File: src/rtl/fifo_v3.sv
// Synchronous FIFO with show-ahead output, occupancy count and threshold flags.
// Define FIFO_V3_ERR_FLAGS_EN to add sticky overflow_o / underflow_o outputs.
module fifo_v3 #(
   parameter int unsigned WIDTH        = 32,
   parameter int unsigned DEPTH        = 8,
   parameter int unsigned ALM_FULL_TH  = DEPTH - 1,
   parameter int unsigned ALM_EMPTY_TH = 1,
   localparam int unsigned CntW        = $clog2(DEPTH + 1),
   localparam int unsigned PtrW        = $clog2(DEPTH)
) (
   input  logic             clk_i,
   input  logic             rst_ni,
   input  logic             testmode_i,
   input  logic             flush_i,
   input  logic [WIDTH-1:0] data_i,
   input  logic             push_i,
   input  logic             pop_i,
   output logic [WIDTH-1:0] data_o,
   output logic             full_o,
   output logic             empty_o,
   output logic             alm_full_o,
   output logic             alm_empty_o,
`ifdef FIFO_V3_ERR_FLAGS_EN
   output logic             overflow_o,
   output logic             underflow_o,
`endif
   output logic [CntW-1:0]  usage_o
);

   if (WIDTH < 1) begin : g_bad_width
      $error("fifo_v3: WIDTH must be >= 1");
   end
   if (DEPTH < 2) begin : g_bad_depth
      $error("fifo_v3: DEPTH must be >= 2");
   end
   if (ALM_FULL_TH < 1 || ALM_FULL_TH > DEPTH) begin : g_bad_af
      $error("fifo_v3: ALM_FULL_TH out of range");
   end
   if (ALM_EMPTY_TH > DEPTH - 1) begin : g_bad_ae
      $error("fifo_v3: ALM_EMPTY_TH out of range");
   end

   localparam logic [PtrW-1:0] LastPtr = PtrW'(DEPTH - 1);
   localparam logic [CntW-1:0] DepthCnt = CntW'(DEPTH);
   localparam logic [CntW-1:0] AlmFullCnt = CntW'(ALM_FULL_TH);
   localparam logic [CntW-1:0] AlmEmptyCnt = CntW'(ALM_EMPTY_TH);

   logic [WIDTH-1:0] mem_q [DEPTH];
   logic [PtrW-1:0]  wr_ptr_q, wr_ptr_d;
   logic [PtrW-1:0]  rd_ptr_q, rd_ptr_d;
   logic [CntW-1:0]  cnt_q, cnt_d;
   logic             full, empty;
   logic             push_ok, pop_ok;

   // DFT input intentionally has no functional effect.
   logic unused_testmode;
   assign unused_testmode = testmode_i;

   assign full  = (cnt_q == DepthCnt);
   assign empty = (cnt_q == '0);

   // A push at full is accepted only when a pop frees a slot on the same edge.
   assign pop_ok  = pop_i && !empty && !flush_i;
   assign push_ok = push_i && (!full || pop_i) && !flush_i;

   always_comb begin
      wr_ptr_d = wr_ptr_q;
      rd_ptr_d = rd_ptr_q;
      cnt_d    = cnt_q;
      if (flush_i) begin
         wr_ptr_d = '0;
         rd_ptr_d = '0;
         cnt_d    = '0;
      end else begin
         if (push_ok) begin
            wr_ptr_d = (wr_ptr_q == LastPtr) ? '0 : wr_ptr_q + 1'b1;
         end
         if (pop_ok) begin
            rd_ptr_d = (rd_ptr_q == LastPtr) ? '0 : rd_ptr_q + 1'b1;
         end
         unique case ({push_ok, pop_ok})
            2'b10:   cnt_d = cnt_q + 1'b1;
            2'b01:   cnt_d = cnt_q - 1'b1;
            default: cnt_d = cnt_q;
         endcase
      end
   end

   always_ff @(posedge clk_i or negedge rst_ni) begin
      if (!rst_ni) begin
         wr_ptr_q <= '0;
         rd_ptr_q <= '0;
         cnt_q    <= '0;
      end else begin
         wr_ptr_q <= wr_ptr_d;
         rd_ptr_q <= rd_ptr_d;
         cnt_q    <= cnt_d;
      end
   end

   // Storage is left unreset; empty gating on data_o hides stale words.
   always_ff @(posedge clk_i) begin
      if (push_ok) begin
         mem_q[wr_ptr_q] <= data_i;
      end
   end

`ifdef FIFO_V3_ERR_FLAGS_EN
   logic overflow_q, underflow_q;

   // A pop on empty paired with a push is not an underflow: the push is served.
   always_ff @(posedge clk_i or negedge rst_ni) begin
      if (!rst_ni) begin
         overflow_q  <= 1'b0;
         underflow_q <= 1'b0;
      end else if (flush_i) begin
         overflow_q  <= 1'b0;
         underflow_q <= 1'b0;
      end else begin
         if (push_i && full && !pop_i) begin
            overflow_q <= 1'b1;
         end
         if (pop_i && empty && !push_i) begin
            underflow_q <= 1'b1;
         end
      end
   end

   assign overflow_o  = overflow_q;
   assign underflow_o = underflow_q;
`endif

   assign data_o      = empty ? '0 : mem_q[rd_ptr_q];
   assign full_o      = full;
   assign empty_o     = empty;
   assign usage_o     = cnt_q;
   assign alm_full_o  = (cnt_q >= AlmFullCnt);
   assign alm_empty_o = (cnt_q <= AlmEmptyCnt);

endmodule

File: config.mk
export PLATFORM = sky130hd
export DESIGN_NAME = fifo_v3
export DESIGN_NICKNAME = d
export VERILOG_FILES = /design/src/rtl/fifo_v3.sv
export SDC_FILE = /design/constraint.sdc
export NUM_CORES = 1
export LEC_CHECK = 0
export BUFFER_PORTS_ARGS = -buffer_cell sky130_fd_sc_hd__buf_2
export CORE_UTILIZATION = 30
export DETAILED_ROUTE_END_ITERATION = 12
export GPL_ROUTABILITY_DRIVEN = 0
export PLACE_DENSITY = 0.52
export SLEW_MARGIN = 20
export SYNTH_ARGS = -nofsm -noshare
export SYNTH_HDL_FRONTEND = slang
export SYNTH_SLANG_ARGS = --single-unit
export TNS_END_PERCENT = 5
File: constraint.sdc
create_clock -name clk_i -period 3.9 [get_ports clk_i]
set_clock_uncertainty 0.1 [all_clocks]
set_input_delay 0.78 -clock clk_i [delete_from_list [all_inputs] [get_ports clk_i]]
set_output_delay 0.78 -clock clk_i [all_outputs]
set_load 0.01 [all_outputs]
Word-level counts from Yosys, hierarchy flattened
Memories as Yosys holds them, arrays and structs flattened.
Index checks and enable logic that the tools add are counted.
{"block": "classes", "n_addsub": 4, "n_lt_le_gt_ge": 2, "eq_ne": 5, "mux": 11, "reduce_logical": 12}
{"operator": "two-way mux 32 bit", "n": 1}
{"operator": "two-way mux 3 bit", "n": 6}
{"operator": "one-hot mux 4 bit (2 select lines)", "n": 1}
{"operator": "adder 3 x 1 -> 3 bit (second input constant)", "n": 2}
{"operator": "equality test 3 bit (second input constant)", "n": 2}
{"operator": "adder 4 x 1 -> 4 bit (second input constant)", "n": 1}
{"operator": "equality test 4 bit (second input constant)", "n": 1}
{"operator": ">= comparator 4 x 3 -> 1 bit (second input constant)", "n": 1}
{"operator": "<= comparator 4 x 1 -> 1 bit (second input constant)", "n": 1}
{"operator": "logical AND 1 bit", "n": 4}
{"operator": "zero test 4 bit", "n": 1}
{"operator": "two-way mux 4 bit", "n": 1}
{"operator": "nonzero test 2 bit", "n": 2}
{"operator": "subtractor 4 x 1 -> 4 bit (second input constant)", "n": 1}
{"operator": "zero test 1 bit", "n": 3}
{"operator": "nonzero test 3 bit", "n": 1}
{"operator": "equality test 2 x 1 -> 1 bit (second input constant)", "n": 1}
{"operator": "equality test 2 bit (second input constant)", "n": 1}
{"operator": "two-way mux 1 bit", "n": 2}
{"operator": "logical OR 1 bit", "n": 1}
{"block": "word_totals", "reg_bits": 10, "ram_bits": 256, "inputBits": 38, "out_inout_bits": 40, "wordCells": 38, "memories": 1}
{"name": "mem_q", "words": 8, "word_bits": 32, "rd": 1, "rd_clocked_by_memory_dff": 0, "wr": 1, "line_no": "48", "text": "logic [WIDTH-1:0] mem_q [DEPTH];"}

Longest topological paths before layout
{"block": "depth", "ltp_word": 8, "mapped_depth": 7, "ltp_nobuf": 7}

Least setup slack after synthesis
OpenSTA, ideal clock, no wires.
{"block": "synth_path", "path_kind": "input to register", "start": "input port push_i", "end": "memory mem_q[0][0], enable pin", "arrival_ps": 3656, "t_required_ps": 3339, "setup_slack_ps": -317, "path_stages": 4, "path_buffers": 1, "cell_sequence": "buf_2 o31ai_4 or3_1 nor3_1"}
{"block": "synth_between", "elab_chain_len": 4}
{"element": "start: declaration", "line_no": "16", "text": "input logic push_i,"}
{"element": "logical AND 1 bit (2 in a row)", "line_no": "64", "text": "assign push_ok = push_i && (!full || pop_i) && !flush_i;"}
{"element": "two-way mux 1 bit", "line_no": "103", "text": "if (push_ok) begin"}
{"element": "two-way mux 1 bit (implied by the code)", "line_no": "104", "text": "mem_q[wr_ptr_q] <= data_i;"}
{"element": "end: declaration", "line_no": "48"}
No other way between the ends.

Worst setup path in the final report
{"block": "layout_path", "start": "register rd_ptr_q[0]", "end": "output port data_o[1]"}
{"block": "layout_between", "elab_chain_len": 2}
{"element": "start: declaration", "line_no": "50", "text": "logic [PtrW-1:0] rd_ptr_q, rd_ptr_d;"}
{"element": "start signal: assignment", "line_no": "96", "text": "rd_ptr_q <= rd_ptr_d;"}
{"element": "memory read (8 x 32 bit)"}
{"element": "two-way mux 32 bit", "line_no": "133", "text": "assign data_o = empty ? '0 : mem_q[rd_ptr_q];"}
{"element": "end: declaration", "line_no": "18", "text": "output logic [WIDTH-1:0] data_o,"}
No other way between the ends.

==> summary.txt <==
Detailed routing
  – DR pass1 iterations: 4
  – DRC viols: 0
  – DR WL/cell: 20.5 um
  – DRT antenna net count: 0
  – Via Count: slightly below 5000
  – DR vias/cell: 4.57
  – Total Routed Length: 22100 um
  – DR iter-0 viols: 269

Timing
  – Worst-margin pin slew: 878 ps
  – Slew HR: 41.5%
  – Final hold slack: 411 ps
  – Fmax: ~270 MHz
  – RSZ-0062 raised after global routing: false
  – Finish-stage setup viols: 0
  – Final worst slack: 262 ps
  – Final worst-path cycle share: 93.3%
  – Final Hold Viols: 0
  – Final min period: 3640 ps
  – Setup_tns: 0 ps
  – Final Max Slew Viols: 0

Flow run
  – Max cap viols: 0

CTS
  – Clock buffer count from CTS: 28
  – H-tree depth: 1
  – Post-cts gate resize count: 0
  – Clk root buf: clkbuf_16
  – # Post-CTS Setup Buffers: 0
  – CTS tree: built
  – Clk buf depth: 3
  – Clk slew on worst S/H paths: 60 ps
  – CTS sink cnt: 266
  – Clk_lat worst skew: approximately 530 ps

Global routing
  – GRT Overall Usage: 12.6%
  – Largest net degree at the start of global routing: 37
  – First-pass GRT wire length: between 30000 and 40000 um
  – Grt total ovfl: 0
  – Number of global-route vias before repair: between 5000 and 6000
  – Antenna violations before repair: 3

Die
  – Die width: 189 um
  – # IOs: 78
  – Die area: 0.0358 mm2
  – Chip height: 189 um
  – Core ar.: 0.0345 mm2
  – Starting Density: 30.5%
  – # rows: 68

Finish
  – Layout Nets: 646
  – Fill count: 3274
  – Util after Layout: 36.0%
  – Most common cell after layout, fill and taps aside: edfxtp_1
  – Area of the multi-input gates: 0.00248 mm2
  – Layout area overhead: 18.3%
  – Most frequent cells in the layout: 256 x edfxtp_1, 76 x buf_2, 64 x mux4_2, 47 x nor2_1, 35 x mux2i_1
  – Register area: 0.00795 mm2
  – Layout cell share with drive strength beyond 1: between 30% and 40%

Pwr
  – Power Dens Cells: 619 mW/mm2
  – Power consumption: a little under 8 mW
  – P_leak: 4.02 nW
  – Maximum vdd drop: approximately 0.00033 V

Synth
  – Yosys Warn Count: 0
  – Top cells by area, synth: edfxtp_1 73%, mux4_2 14%, mux2i_1 3.3%
  – Number of flops mapped to enable cells by yosys: roughly 260
  – Gate Count Post-Synth: 500
  – Synth area leader: edfxtp_1
  – Syn Nets: approximately 550
  – Area of the mapped netlist: 0.0105 mm2
  – Post-Syn Area per Cell: 21.1 um2
  – Post-synth top area share: 73.0%
  – Post-synthesis sequential area ratio: 75.4%
  – Synth Flop Type: edfxtp_1
  – Flops & latches, synth: approximately 270
  – Yosys cell types: 36
  – Post-synth ARST share: 3.76%

Setup path
  – Critical Setup Path Class: flip-flop to output port
  – R2R setup slack: 1130 ps
  – Crit Path Max Fanout: 30
  – CP Capture Type: output port
  – Critical Path RT: 3020 ps
  – Worst EP arrival: ~2800 ps
  – Critical path launch point type: flip-flop

Hold path
  – Worst Hold Class: input pin to flip-flop

Placement
  – Pre-CTS setup slack: around 740 ps
  – Count of input and output buffers: 76
  – Dpl hpwl: 12300 um

Run status
  – Status: finished, final reports clean
[stage by stage]
stage               cell area, um2  cells
floorplan                    10500    500
global placement             11500   1024
detailed placement           11500   1024
CTS                          12400   1077
global route                 12400   1077
finish                       12500   1078
[sequential cells by signal, summed over array words and instances (netlist names)]
name      flops
usage_o       4
mem_q       256
rd_ptr_q      3
wr_ptr_q      3
[layer usage]
layer,global-route usage [%],vias up,wire (um)
li1,-,2233,-
met1,16.0,2544,9790
met2,21.7,101,10900
met3,2.24,42,813
met4,4.09,4,566
met5,0,-,31
[area by class of cell]
cell class,count,area share [%]
diodes,1,0.0201
clock buffers,33,5.95
clock inverters,19,1.24
inverters,5,0.151
multi-input cells,205,19.9
flip-flops and latches,266,63.8
well taps,455,4.57
repair buffers,94,4.36
[timing repair]
item / CTS / global route
setup endpoints to repair: 0 / 0
hold endpoints to repair: 10 / 0
hold buffers: 1 / 0
[kinds of logic after synthesis]
family          count (synthesis)  synth area share [%]
compound gates                 14                  1.03
xor+xnor                        3                 0.250
fa+ha+maj                       8                 0.951
buf+inv                        29                  1.64
flops                         266                  75.4
mux                            99                  17.0
simple gates                   81                  3.69
[worst max-delay path, stage by stage (launching register included)]
cell and delay [ps]:
dfrtp_4 850, buf_4 340, mux4_2 530, mux2i_1 290
nor2_1 60, buf_2 150
[synthesized netlist by cell type (2+ instances only)]
cell      instances
clkbuf_1          3
ha_1              8
mux2i_1          35
dfrtp_1          10
nand2b_1          4
a21oi_1           4
a31oi_1           2
xor2_1            2
nand2_1           7
inv_1             4
nand2_2           2
buf_2            15
nor3_1            6
edfxtp_1        256
mux4_2           64
nor2_1           53
buf_6             6
[worst paths after layout]
check                                        startpoint                       to  depth (start not counted)
min in group asynchronous                        rst_ni   usage_o[3]$_DFFE_PN0P_                          2
worst min-delay path                         data_i[31]   mem_q[7][31]$_DFFE_PP_                          1
max in group asynchronous                        rst_ni  rd_ptr_q[1]$_DFFE_PN0P_                          2
worst max-delay path            rd_ptr_q[0]$_DFFE_PN0P_                data_o[1]                          5
worst min register to register  wr_ptr_q[0]$_DFFE_PN0P_  wr_ptr_q[0]$_DFFE_PN0P_                          2
worst max register to register   usage_o[0]$_DFFE_PN0P_   mem_q[0][20]$_DFFE_PP_                          7
[report_power, final]
part           switching [mW]  total (mW)  internal [mW]
logic                   0.929        1.77          0.838
clock network            1.06        2.55           1.49
registers               0.163        3.39           3.22
Power figures use the tool's default switching activity.
